==> src/rtl/div3_frame_tx.sv <==
// Serial frame source for the MSB-first divide-by-3 checker: shifts out a WIDTH-bit word
// followed by a 2-bit pad that makes the whole (WIDTH+2)-bit number a multiple of 3.
module div3_frame_tx #(
  parameter int WIDTH = 8
) (
  input  logic             clk,
  input  logic             resetn,
  input  logic [WIDTH-1:0] din,
  input  logic             din_valid,
  output logic             din_ready,
  output logic             dout,
  output logic             dout_valid,
  output logic             dout_last
);

  localparam int CNT_W = (WIDTH > 1) ? $clog2(WIDTH) : 1;

  localparam logic [1:0] IDLE = 2'd0;
  localparam logic [1:0] DATA = 2'd1;
  localparam logic [1:0] PAD1 = 2'd2;
  localparam logic [1:0] PAD2 = 2'd3;

  logic [1:0]       state;
  logic [WIDTH-1:0] shreg;
  logic [CNT_W-1:0] cnt;
  logic [1:0]       residue;
  logic             pad_lo;
  logic [1:0]       pad_bits;
  logic             xfer;

  // Residue of the MSB-first prefix after appending bit b; the unreachable code 3 recovers to 0.
  function automatic logic [1:0] next_residue(input logic [1:0] r, input logic b);
    case (r)
      2'd0:    next_residue = b ? 2'd1 : 2'd0;
      2'd1:    next_residue = b ? 2'd0 : 2'd2;
      2'd2:    next_residue = b ? 2'd2 : 2'd1;
      default: next_residue = 2'd0;
    endcase
  endfunction

  // Pad p with (4*payload + p) mod 3 == 0, i.e. p = (3 - r) mod 3.
  function automatic logic [1:0] pad_for(input logic [1:0] r);
    case (r)
      2'd1:    pad_for = 2'b10;
      2'd2:    pad_for = 2'b01;
      default: pad_for = 2'b00;
    endcase
  endfunction

  assign pad_bits  = pad_for(residue);
  assign din_ready = (state == IDLE) || (state == PAD2);
  assign xfer      = din_valid & din_ready;

  always_ff @(posedge clk) begin
    if (!resetn) begin
      state   <= IDLE;
      shreg   <= '0;
      cnt     <= '0;
      residue <= 2'd0;
      pad_lo  <= 1'b0;
    end else begin
      case (state)
        IDLE: begin
          if (xfer) begin
            shreg   <= din;
            residue <= 2'd0;
            cnt     <= CNT_W'(WIDTH - 1);
            state   <= DATA;
          end
        end
        DATA: begin
          shreg   <= shreg << 1;
          cnt     <= cnt - 1'b1;
          residue <= next_residue(residue, shreg[WIDTH-1]);
          if (cnt == '0) state <= PAD1;
        end
        PAD1: begin
          pad_lo <= pad_bits[0];
          state  <= PAD2;
        end
        default: begin
          // Accepting here lets the next frame follow with no idle gap.
          if (xfer) begin
            shreg   <= din;
            residue <= 2'd0;
            cnt     <= CNT_W'(WIDTH - 1);
            state   <= DATA;
          end else begin
            state <= IDLE;
          end
        end
      endcase
    end
  end

  always_comb begin
    dout       = 1'b0;
    dout_valid = 1'b0;
    dout_last  = 1'b0;
    case (state)
      DATA: begin
        dout       = shreg[WIDTH-1];
        dout_valid = 1'b1;
      end
      PAD1: begin
        dout       = pad_bits[1];
        dout_valid = 1'b1;
      end
      PAD2: begin
        dout       = pad_lo;
        dout_valid = 1'b1;
        dout_last  = 1'b1;
      end
      default: ;
    endcase
  end

endmodule

==> config.mk <==
export PLATFORM = sky130hd
export DESIGN_NAME = div3_frame_tx
export DESIGN_NICKNAME = d
export VERILOG_FILES = /design/src/rtl/div3_frame_tx.sv
export SDC_FILE = /design/constraint.sdc
export NUM_CORES = 1
export LEC_CHECK = 0
export ABC_AREA = 0
export BUFFER_PORTS_ARGS = -buffer_cell sky130_fd_sc_hd__buf_2
export CORE_AREA = 2 2 59 72
export DETAILED_ROUTE_END_ITERATION = 8
export DIE_AREA = 0 0 61 74
export PLACE_DENSITY_LB_ADDON = 0.25
export SYNTH_ARGS = -nofsm -noshare
export SYNTH_HDL_FRONTEND = slang
export SYNTH_SLANG_ARGS = --single-unit
==> constraint.sdc <==
create_clock -name clk -period 2.1 [get_ports clk]
set_clock_uncertainty 0.2 [all_clocks]
set_input_delay 0.105 -clock clk [delete_from_list [all_inputs] [get_ports clk]]
set_output_delay 0.105 -clock clk [all_outputs]
set_load 0.01 [all_outputs]
==> results of run 1 <==
-- cell families after synthesis --
logic type | share of synthesized area [%]
flip-flops | 34.8
buffers and inverters | 8.16
AO/OA/AOI/OAI | 28.0
adder cells (fa/ha/maj) | 9.52
AND/OR/NAND/NOR | 9.80
multiplexers | 8.71
XOR/XNOR | 0.953
-- sequential cells by signal (all words and copies together), names as in the netlist --
register  flops
shreg         8
cnt           3
residue       2
state         2
pad_lo        1
-- synthesized netlist by cell type, types with 2 or more instances --
cell and count:
sky130_fd_sc_hd__a21o_1 2, sky130_fd_sc_hd__a31o_1 7, sky130_fd_sc_hd__nand2_1 2, sky130_fd_sc_hd__dfxtp_1 16, sky130_fd_sc_hd__a221oi_1 2, sky130_fd_sc_hd__nor2b_1 5
sky130_fd_sc_hd__mux2i_1 8, sky130_fd_sc_hd__inv_1 8, sky130_fd_sc_hd__buf_2 3, sky130_fd_sc_hd__clkbuf_1 4, sky130_fd_sc_hd__a2111oi_1 7, sky130_fd_sc_hd__nor2_1 3
sky130_fd_sc_hd__a21oi_1 2, sky130_fd_sc_hd__ha_1 7
-- worst paths after layout --
path,startpoint,end
min reg2reg,shreg[5],shreg[5]
max reg2reg,state[0],shreg[2]
min,resetn,cnt[0]
max,state[0],shreg[2]
-- cells in the final DEF, fill, tap and decap left out, types with 3 or more instances in the layout --
master,count
sky130_fd_sc_hd__ha_1,7
sky130_fd_sc_hd__nor2_1,3
sky130_fd_sc_hd__a2111oi_1,7
sky130_fd_sc_hd__dfxtp_1,16
sky130_fd_sc_hd__clkbuf_8,3
sky130_fd_sc_hd__nor2b_1,5
sky130_fd_sc_hd__a31o_1,7
sky130_fd_sc_hd__buf_4,5
sky130_fd_sc_hd__buf_2,14
sky130_fd_sc_hd__mux2i_1,8
sky130_fd_sc_hd__inv_1,8
-- worst register-to-register path: cells and delay by family, from the launching register on --
family          cells  cell delay, ns
compound gates      2            0.55
flops               1            0.38
fa+ha+maj           1            0.31
buf+inv             2            0.29
simple gates        1            0.21
-- metal layers --
layer / part of all wire (%) / wire (um) / track usage (%)
met1: 48 / 910 / 12.5
met2: 48 / 918 / 17.0
met3: 2.8 / 53 / 1.57
met4: 1.4 / 27 / 4.35
met5: 0 / 0 / 0
-- area by class of cell --
cell class	count	share of cell area (%)
multi-input cells	62	47.9
flip-flops and latches	16	29.3
repair buffers	19	9.83
well taps	54	6.17
clock buffers	3	3.77
inverters	9	3.09
-- power groups by stage --
stage / logic (uW) / clock network (uW) / registers [uW]
floorplan: 555 / 0 / 461
global placement: 724 / 0 / 473
detailed placement: 727 / 0 / 479
CTS: 734 / 236 / 472
global route: 817 / 245 / 488
finish: 721 / 226 / 469
-- per-stage QoR --
step | setup WS [ns] | instance area [um^2] | hold slack [ns]
2_1_floorplan | 0.296 | 920 | 0.0474
3_3_place_gp | 0.137 | 1050 | 0.261
3_5_place_dp | 0.0868 | 1050 | 0.265
4_1_cts | 0.0716 | 1090 | 0.0319
5_1_grt | -0.0461 | 1090 | 0.0492
6_report | 0.101 | 1090 | 0.0272
==> run metrics, run 1 <==
Power Total 1420 uW; fraction of the cycle the final worst path needs 95.2%; CTS tree done; post-route minimum period 2.00 ns; via count of the first global-routing pass 823; Crit path buffers/inverters 2; critical path required time 2.09 ns; overall via count from detail_route 733; final-report hold violation count 0; latest clock arrival within the worst-skew pair 0.24 ns; RSZ-0062 raised after global routing true; type of element launching the critical path flop; cell depth of the worst min-delay path 2; fin. max-slew vios 0; overall routing resource usage 10.1%; count of fill cells added during filler insertion 434; final setup TNS 0 ns; sequential share of power 33.1%; depth of the most critical reg-to-reg path 6; maximum clock path buffer count 2; cell type with the largest total area after synthesis sky130_fd_sc_hd__dfxtp_1; placeable core area 3850 um^2; net switching power figure 554 uW; post-synthesis average cell area 9.68 um^2; Yosys warnings 0; # nets final 129; width of the die 61 um; layout cells sized above 1 21.1%; Primary FF master, synth sky130_fd_sc_hd__dfxtp_1; share of the synthesized area in the top cell type 34.8%; Hold WC Path Type input port to flop; total internal power 863 uW; layout-stage area growth over the synthesis result 19.0%; Top-Level Pins 15; leak pwr 0.000455 uW; CP Max Fanout 8; CTS root buffer sky130_fd_sc_hd__clkbuf_8; stage delay of the slowest cell on the critical path 0.41 ns; 1st-pass router iterations 4; power share of the combinational group 50.9%; category of cells accounting for the largest share of critical-path delay compound AO/OA/AOI/OAI gates; maximum number of pins on one net before global-route repair 15; clock tree sinks 16; multi-input logic area 524 um^2; FF+latch count, synth 16; vias per std cell 4.50; worst-path cell with the longest stage delay sky130_fd_sc_hd__a2111oi_1; Crit path arrival time 1.99 ns; cts bufs inserted 3; Initial DRC Count 25; share of power burned in the clock network 16.0%; cell count after synthesis 95; # DRC 0; category of the critical setup timing path flop to flop; hpwl dp 1.51 mm; proportion of register bits with asynchronous set or reset after synthesis 0%; count of flip-flops with a built-in enable after synthesis 0; clock edge transition at the registers on the reported setup and hold paths 0.06 ns; number of max-cap violations 0; Max Freq 0.500 GHz; total number of H-tree levels 1; Post-CTS Setup Inserts 0; Critical Path, Cell by Cell inv_1 -> ha_1 -> nand2b_1 -> buf_4 -> a2111oi_1 -> a31o_1; Routed Wire Length 1.91 mm; slew at the pin closest to its max-slew limit 0.381 ns; run status finished clean; global-route wire length before repair 3.46 mm; starting density of the core 23.9%; antenna violations before repair 0; number of non-filler instances in the completed layout 163; IR Drop Worst-Case VDD 0.000312 V; logic depth of the worst setup path including buffers 6; total gr overflow 0; Synth Net Count 113; Inserted Diodes 0; CTS hold repair buffers 0; Unique masters post-synth 33; total power per unit cell area 1290 nW/um^2; final number of setup-violating endpoints 0; overall die height 74 um; total die area 4510 um^2; area of the mapped netlist 920 um^2; cell total after placement 160; routed length per instance 11.7 um; register-to-register setup slack 0.10 ns; placer congestion estimate 0.799; final standard cell utilization of the core 28.5%; endpoint kind of the worst setup timing path flop; Sw Share 39.1%; remaining antenna violation count 0; sequential cell area fraction in the yosys report 34.8%; dominant cells by area after synthesis sky130_fd_sc_hd__dfxtp_1, sky130_fd_sc_hd__ha_1, sky130_fd_sc_hd__mux2i_1; worst rel slew slack 74.6%; sequential cell area 320 um^2; number of buffers added on ports 14; Resize count post-CTS 0; Rows 25
Power figures use the tool's default switching activity.
==> inputs of run 2 (changes only) <==
==> constraint.sdc (replaced) <==
create_clock -name clk -period 2.1 [get_ports clk]
set_clock_uncertainty 0.2 [all_clocks]
set_input_delay 0.21 -clock clk [delete_from_list [all_inputs] [get_ports clk]]
set_output_delay 0.21 -clock clk [all_outputs]
set_load 0.01 [all_outputs]
==> run 2 against run 1 <==
Compared with the run above:
- die area is the same
- non-clock buffer count is the same
- first-iteration DRC count shrank 28%
- sequential share of layout area shrank 0.98 points
- via count grew 6.1%
- register-to-register slack gained 0.06 ns
==> run metrics, run 2 (same netlist as run 1, synthesis figures left out) <==
run status finished clean; fraction of the cycle the final worst path needs 92.4%; IR Drop Worst-Case VDD 0.000312 V; leak pwr 0.000464 uW; Rows 25; register-to-register setup slack 0.16 ns; slack of the critical path 0.160 ns; CTS root buffer sky130_fd_sc_hd__clkbuf_8; type of element launching the critical path flop; Resize count post-CTS 0; Max Freq 0.516 GHz; slew at the pin closest to its max-slew limit 0.367 ns; number of max-cap violations 0; category of the critical setup timing path flop to output port; RSZ-0062 raised after global routing false; Inserted Diodes 0; CP Max Fanout 6; sequential cell area 322 um^2; overall routing resource usage 10.0%; total gr overflow 0; maximum clock path buffer count 2; endpoint kind of the worst setup timing path output port; critical path required time 1.69 ns; fin. max-slew vios 0; starting density of the core 23.9%; clock edge transition at the registers on the reported setup and hold paths 0.06 ns; layout cells sized above 1 26.4%; total number of H-tree levels 1; Routed Wire Length 2.02 mm; flip-flop count of the largest register, all copies and words added 8; Top-Level Pins 15; 1st-pass router iterations 4; layout-stage area growth over the synthesis result 23.7%; register containing the most flip-flops in the final layout shreg; total die area 4510 um^2; most common cell after layout, fill and taps aside sky130_fd_sc_hd__dfxtp_1; CTS tree done; placement-stage worst setup slack 0.172 ns; CTS hold repair buffers 0; placer congestion estimate 0.812; # nets final 129; multi-input logic area 539 um^2; remaining antenna violation count 0; vias per std cell 4.74; via count of the first global-routing pass 774; global-route wire length before repair 3.37 mm; Hold WC Path Type input port to flop; leading cell types in the layout, fill and taps excluded sky130_fd_sc_hd__dfxtp_1, sky130_fd_sc_hd__buf_2, sky130_fd_sc_hd__inv_1, sky130_fd_sc_hd__mux2i_1, sky130_fd_sc_hd__a31o_1; total power per unit cell area 1340 nW/um^2; cts bufs inserted 3; worst rel slew slack 75.5%; hpwl dp 1.53 mm; maximum number of pins on one net before global-route repair 15; placeable core area 3850 um^2; latest clock arrival within the worst-skew pair 0.25 ns; overall via count from detail_route 778; Initial DRC Count 18; antenna violations before repair 0; Post-CTS Setup Inserts 0; width of the die 61 um; clock tree sinks 16; routed length per instance 12.3 um; number of buffers added on ports 14; Crit path arrival time 1.53 ns; post-route minimum period 1.94 ns; final-report hold violation count 0; final setup TNS 0 ns; overall die height 74 um; final number of setup-violating endpoints 0; largest registers ranked by flip-flop count shreg x8, cnt x3; count of fill cells added during filler insertion 419; # DRC 0
-- run 2: cell count changes in the layout (fill, tap and decap cells not counted) --
cell / delta
sky130_fd_sc_hd__a2111oi_1: -2
sky130_fd_sc_hd__dfxtp_2: +1
sky130_fd_sc_hd__ha_2: +2
sky130_fd_sc_hd__a2111oi_2: +2
sky130_fd_sc_hd__clkbuf_8: +1
sky130_fd_sc_hd__ha_1: -2
sky130_fd_sc_hd__buf_4: -1
sky130_fd_sc_hd__dfxtp_1: -1
sky130_fd_sc_hd__buf_12: +1
-- run 2: critical path: stages (launching register included) --
cell and delay (ns):
sky130_fd_sc_hd__dfxtp_2 0.35, sky130_fd_sc_hd__inv_1 0.07, sky130_fd_sc_hd__ha_2 0.22, sky130_fd_sc_hd__a222oi_1 0.42, sky130_fd_sc_hd__nor2_1 0.07, sky130_fd_sc_hd__buf_2 0.15
-- run 2: final cells by class --
class | instances | area share, %
clock buffers | 4 | 4.84
inverters | 9 | 2.97
multi-input cells | 62 | 47.4
flip-flops and latches | 16 | 28.3
well taps | 54 | 5.94
repair buffers | 19 | 10.6
-- run 2: final timing paths --
| check | startpoint | to | depth (start not counted) |
|---|---|---|---|
| worst max-delay path | state[1] | dout | 5 |
| worst min-delay path | resetn | cnt[0] | 2 |
| worst max register to register | state[0] | shreg[3] | 6 |
| worst min register to register | shreg[1] | shreg[1] | 1 |
-- run 2: per-stage QoR --
stage          power [uW]  area, um^2  std cells  hold WS [ns]  util [%]
5_1_grt              1650        1140        164         0.142      29.6
2_1_floorplan        1020         920         95         0.152         -
3_5_place_dp         1240        1070        160         0.267      27.7
4_1_cts              1510        1120        164         0.130      29.1
6_report             1520        1140        164         0.140      29.6
3_3_place_gp         1220        1070        160         0.260      27.7
-- run 2: where the power goes --
| group | internal (uW) | total [uW] | switching (uW) |
|---|---|---|---|
| registers | 409 | 474 | 64.8 |
| clock network | 166 | 271 | 105 |
| logic | 361 | 776 | 415 |
-- run 2: per-layer routing --
| layer | GRT usage, % | vias up | part of all wire, % |
|---|---|---|---|
| met3 | 1.57 | 4 | 4.0 |
| met5 | 0 | - | 0 |
| met1 | 12.5 | 368 | 46 |
| li1 | - | 389 | - |
| met4 | 5.80 | 0 | 2.1 |
| met2 | 16.2 | 17 | 48 |
==> inputs of run 3 (changes only) <==
CORE_AREA = 2 2 50 62   (was 2 2 59 72)
DIE_AREA = 0 0 52 64   (was 0 0 61 74)
==> run 3 against run 2 <==
Compared with the run above:
- via count did not move
- worst hold slack got worse by 0.063 ns
- cell count fell by 13%
- setup slack got worse by 0.055 ns
- count of clock-buffer cells in the layout did not move
- die area fell by 26%
- clock power fell by 21%
- cell area fell by 4.8%
- flip-flop and latch count did not move
- utilization rose by 10 points
- combinational power fell by 3.9%
- sequential share of layout area rose by 1.6 points
- critical path type unchanged
==> run metrics, run 3 (same netlist as run 1, synthesis figures left out) <==
fraction of the cycle the final worst path needs 95.0%; sequential cell area 323 um^2; overall die height 64 um; Met2 Wirelength 921 um; maximum clock path buffer count 2; RSZ-0062 raised after global routing false; via count of the first global-routing pass 760; Initial DRC Count 21; total internal power 852 uW; Inserted Diodes 0; # nets final 128; launch instance of the worst min-delay path resetn; number of buffers added on ports 14; FF-to-FF Start state[1]; total die area 3330 um^2; placeable core area 2710 um^2; total power per unit cell area 1320 nW/um^2; global-route wire length before repair 3.28 mm; flip-flop count of the largest register, all copies and words added 8; Max Freq 0.501 GHz; sequential share of power 33.0%; CTS root buffer sky130_fd_sc_hd__clkbuf_4; fin. max-slew vios 0; overall via count from detail_route 778; routed length per instance 13.5 um; Sw Share 40.6%; cell depth of the worst min-delay path 2; final setup TNS 0 ns; share of power burned in the clock network 14.9%; # DRC 0; category of the critical setup timing path flop to output port; layout cells sized above 1 28.4%; width of the die 52 um; worst rel slew slack 75.2%; post-route minimum period 1.99 ns; hpwl dp 1.42 mm; power share of the combinational group 52.0%; overall routing resource usage 12.8%; net switching power figure 582 uW; Crit path arrival time 1.58 ns; cts bufs inserted 3; multi-input logic area 547 um^2; Post-CTS Setup Inserts 0; leading cell types in the layout, fill and taps excluded sky130_fd_sc_hd__dfxtp_1, sky130_fd_sc_hd__buf_2, sky130_fd_sc_hd__inv_1, sky130_fd_sc_hd__mux2i_1, sky130_fd_sc_hd__a31o_1; remaining antenna violation count 0; clock edge transition at the registers on the reported setup and hold paths 0.11 ns; IR Drop Worst-Case VDD 0.000458 V; total gr overflow 0; final-report hold violation count 0; Top-Level Pins 15; antenna violations before repair 0; number of max-cap violations 0; endpoint kind of the worst setup timing path output port; CTS tree done; run status finished clean; final hold slack 0.0773 ns; latest clock arrival within the worst-skew pair 0.29 ns; total number of H-tree levels 1; clock tree sinks 16; Rows 21; type of element launching the critical path flop; placer congestion estimate 0.704; starting density of the core 34.0%; layout-stage area growth over the synthesis result 17.7%; depth of the most critical reg-to-reg path 6; top layer reached by signal wires met4; CP Max Fanout 7; vias per std cell 5.44; Routed Wire Length 1.93 mm; final number of setup-violating endpoints 0; slew at the pin closest to its max-slew limit 0.370 ns; critical path required time 1.69 ns; source of the critical timing path state[1]; register containing the most flip-flops in the final layout shreg; leak pwr 0.000450 uW; count of fill cells added during filler insertion 272; 1st-pass router iterations 4; largest registers ranked by flip-flop count shreg x8, cnt x3; Metal-1 WL 889 um; maximum number of pins on one net before global-route repair 15; Detail Route met3 WL 92 um; Hold WC Path Type input port to flop
==> run 3: cell types whose count changed in the layout (fill, tap and decap cells not counted) <==
cell / delta
sky130_fd_sc_hd__clkbuf_4: +3
sky130_fd_sc_hd__clkbuf_8: -3
sky130_fd_sc_hd__a2111oi_1: -1
sky130_fd_sc_hd__a2111oi_2: +1
sky130_fd_sc_hd__buf_12: -1
sky130_fd_sc_hd__dfxtp_1: -1
sky130_fd_sc_hd__dfxtp_2: +1
sky130_fd_sc_hd__nand2b_1: -1
sky130_fd_sc_hd__nand2b_2: +1
==> run 3: per-layer routing <==
metal,global-route usage (%),up-vias
met5,0,-
met4,4.93,0
met3,2.10,4
met2,20.9,20
met1,16.4,368
li1,-,386
==> run 3: what timing repair did <==
item                                    CTS  global route
hold endpoints to repair                  0             0
hold buffers                              0             0
endpoints found under the setup margin    1             8
pin swaps                                 1             1
resized for setup                         2             6
cloned                                    0             0
==> run 3: final cells by class <==
type | count | share of cell area [%]
clock buffers | 4 | 3.35
inverters | 9 | 3.12
multi-input cells | 62 | 50.5
flip-flops and latches | 16 | 29.8
well taps | 34 | 3.93
repair buffers | 18 | 9.25
==> run 3: worst max-delay path: stages, from the launching register on <==
cell and delay [ns]:
sky130_fd_sc_hd__dfxtp_2 0.38, sky130_fd_sc_hd__inv_1 0.09, sky130_fd_sc_hd__ha_2 0.24, sky130_fd_sc_hd__a222oi_1 0.38
sky130_fd_sc_hd__nor2_1 0.07, sky130_fd_sc_hd__buf_2 0.14
==> run 3: per-stage QoR <==
stage | utilization, % | instances | cell area [um^2] | total power (uW) | setup slack [ns]
after detailed placement | 37.7 | 139 | 1020 | 1190 | 0.0626
final | 40.0 | 143 | 1080 | 1430 | 0.105
after global routing | 40.0 | 143 | 1080 | 1570 | 0.0149
after global placement | 37.7 | 139 | 1020 | 1170 | 0.159
after floorplan | - | 95 | 920 | 1020 | 0.296
after CTS | 39.3 | 143 | 1060 | 1410 | 0.0334
==> run 3: final timing paths <==
| check | slack, ns | endpoint |
|---|---|---|
| min | 0.08 | cnt[0] |
| max reg2reg | 0.16 | shreg[2] |
| min reg2reg | 0.29 | shreg[5] |
| max | 0.11 | dout |
==> run 3: power groups by stage <==
| stage | Combinational (uW) | Clock (uW) | Sequential (uW) |
|---|---|---|---|
| final | 746 | 214 | 474 |
| after global routing | 853 | 228 | 488 |
| after CTS | 721 | 217 | 469 |
| after detailed placement | 715 | 0 | 476 |
| after global placement | 701 | 0 | 473 |
| after floorplan | 555 | 0 | 461 |
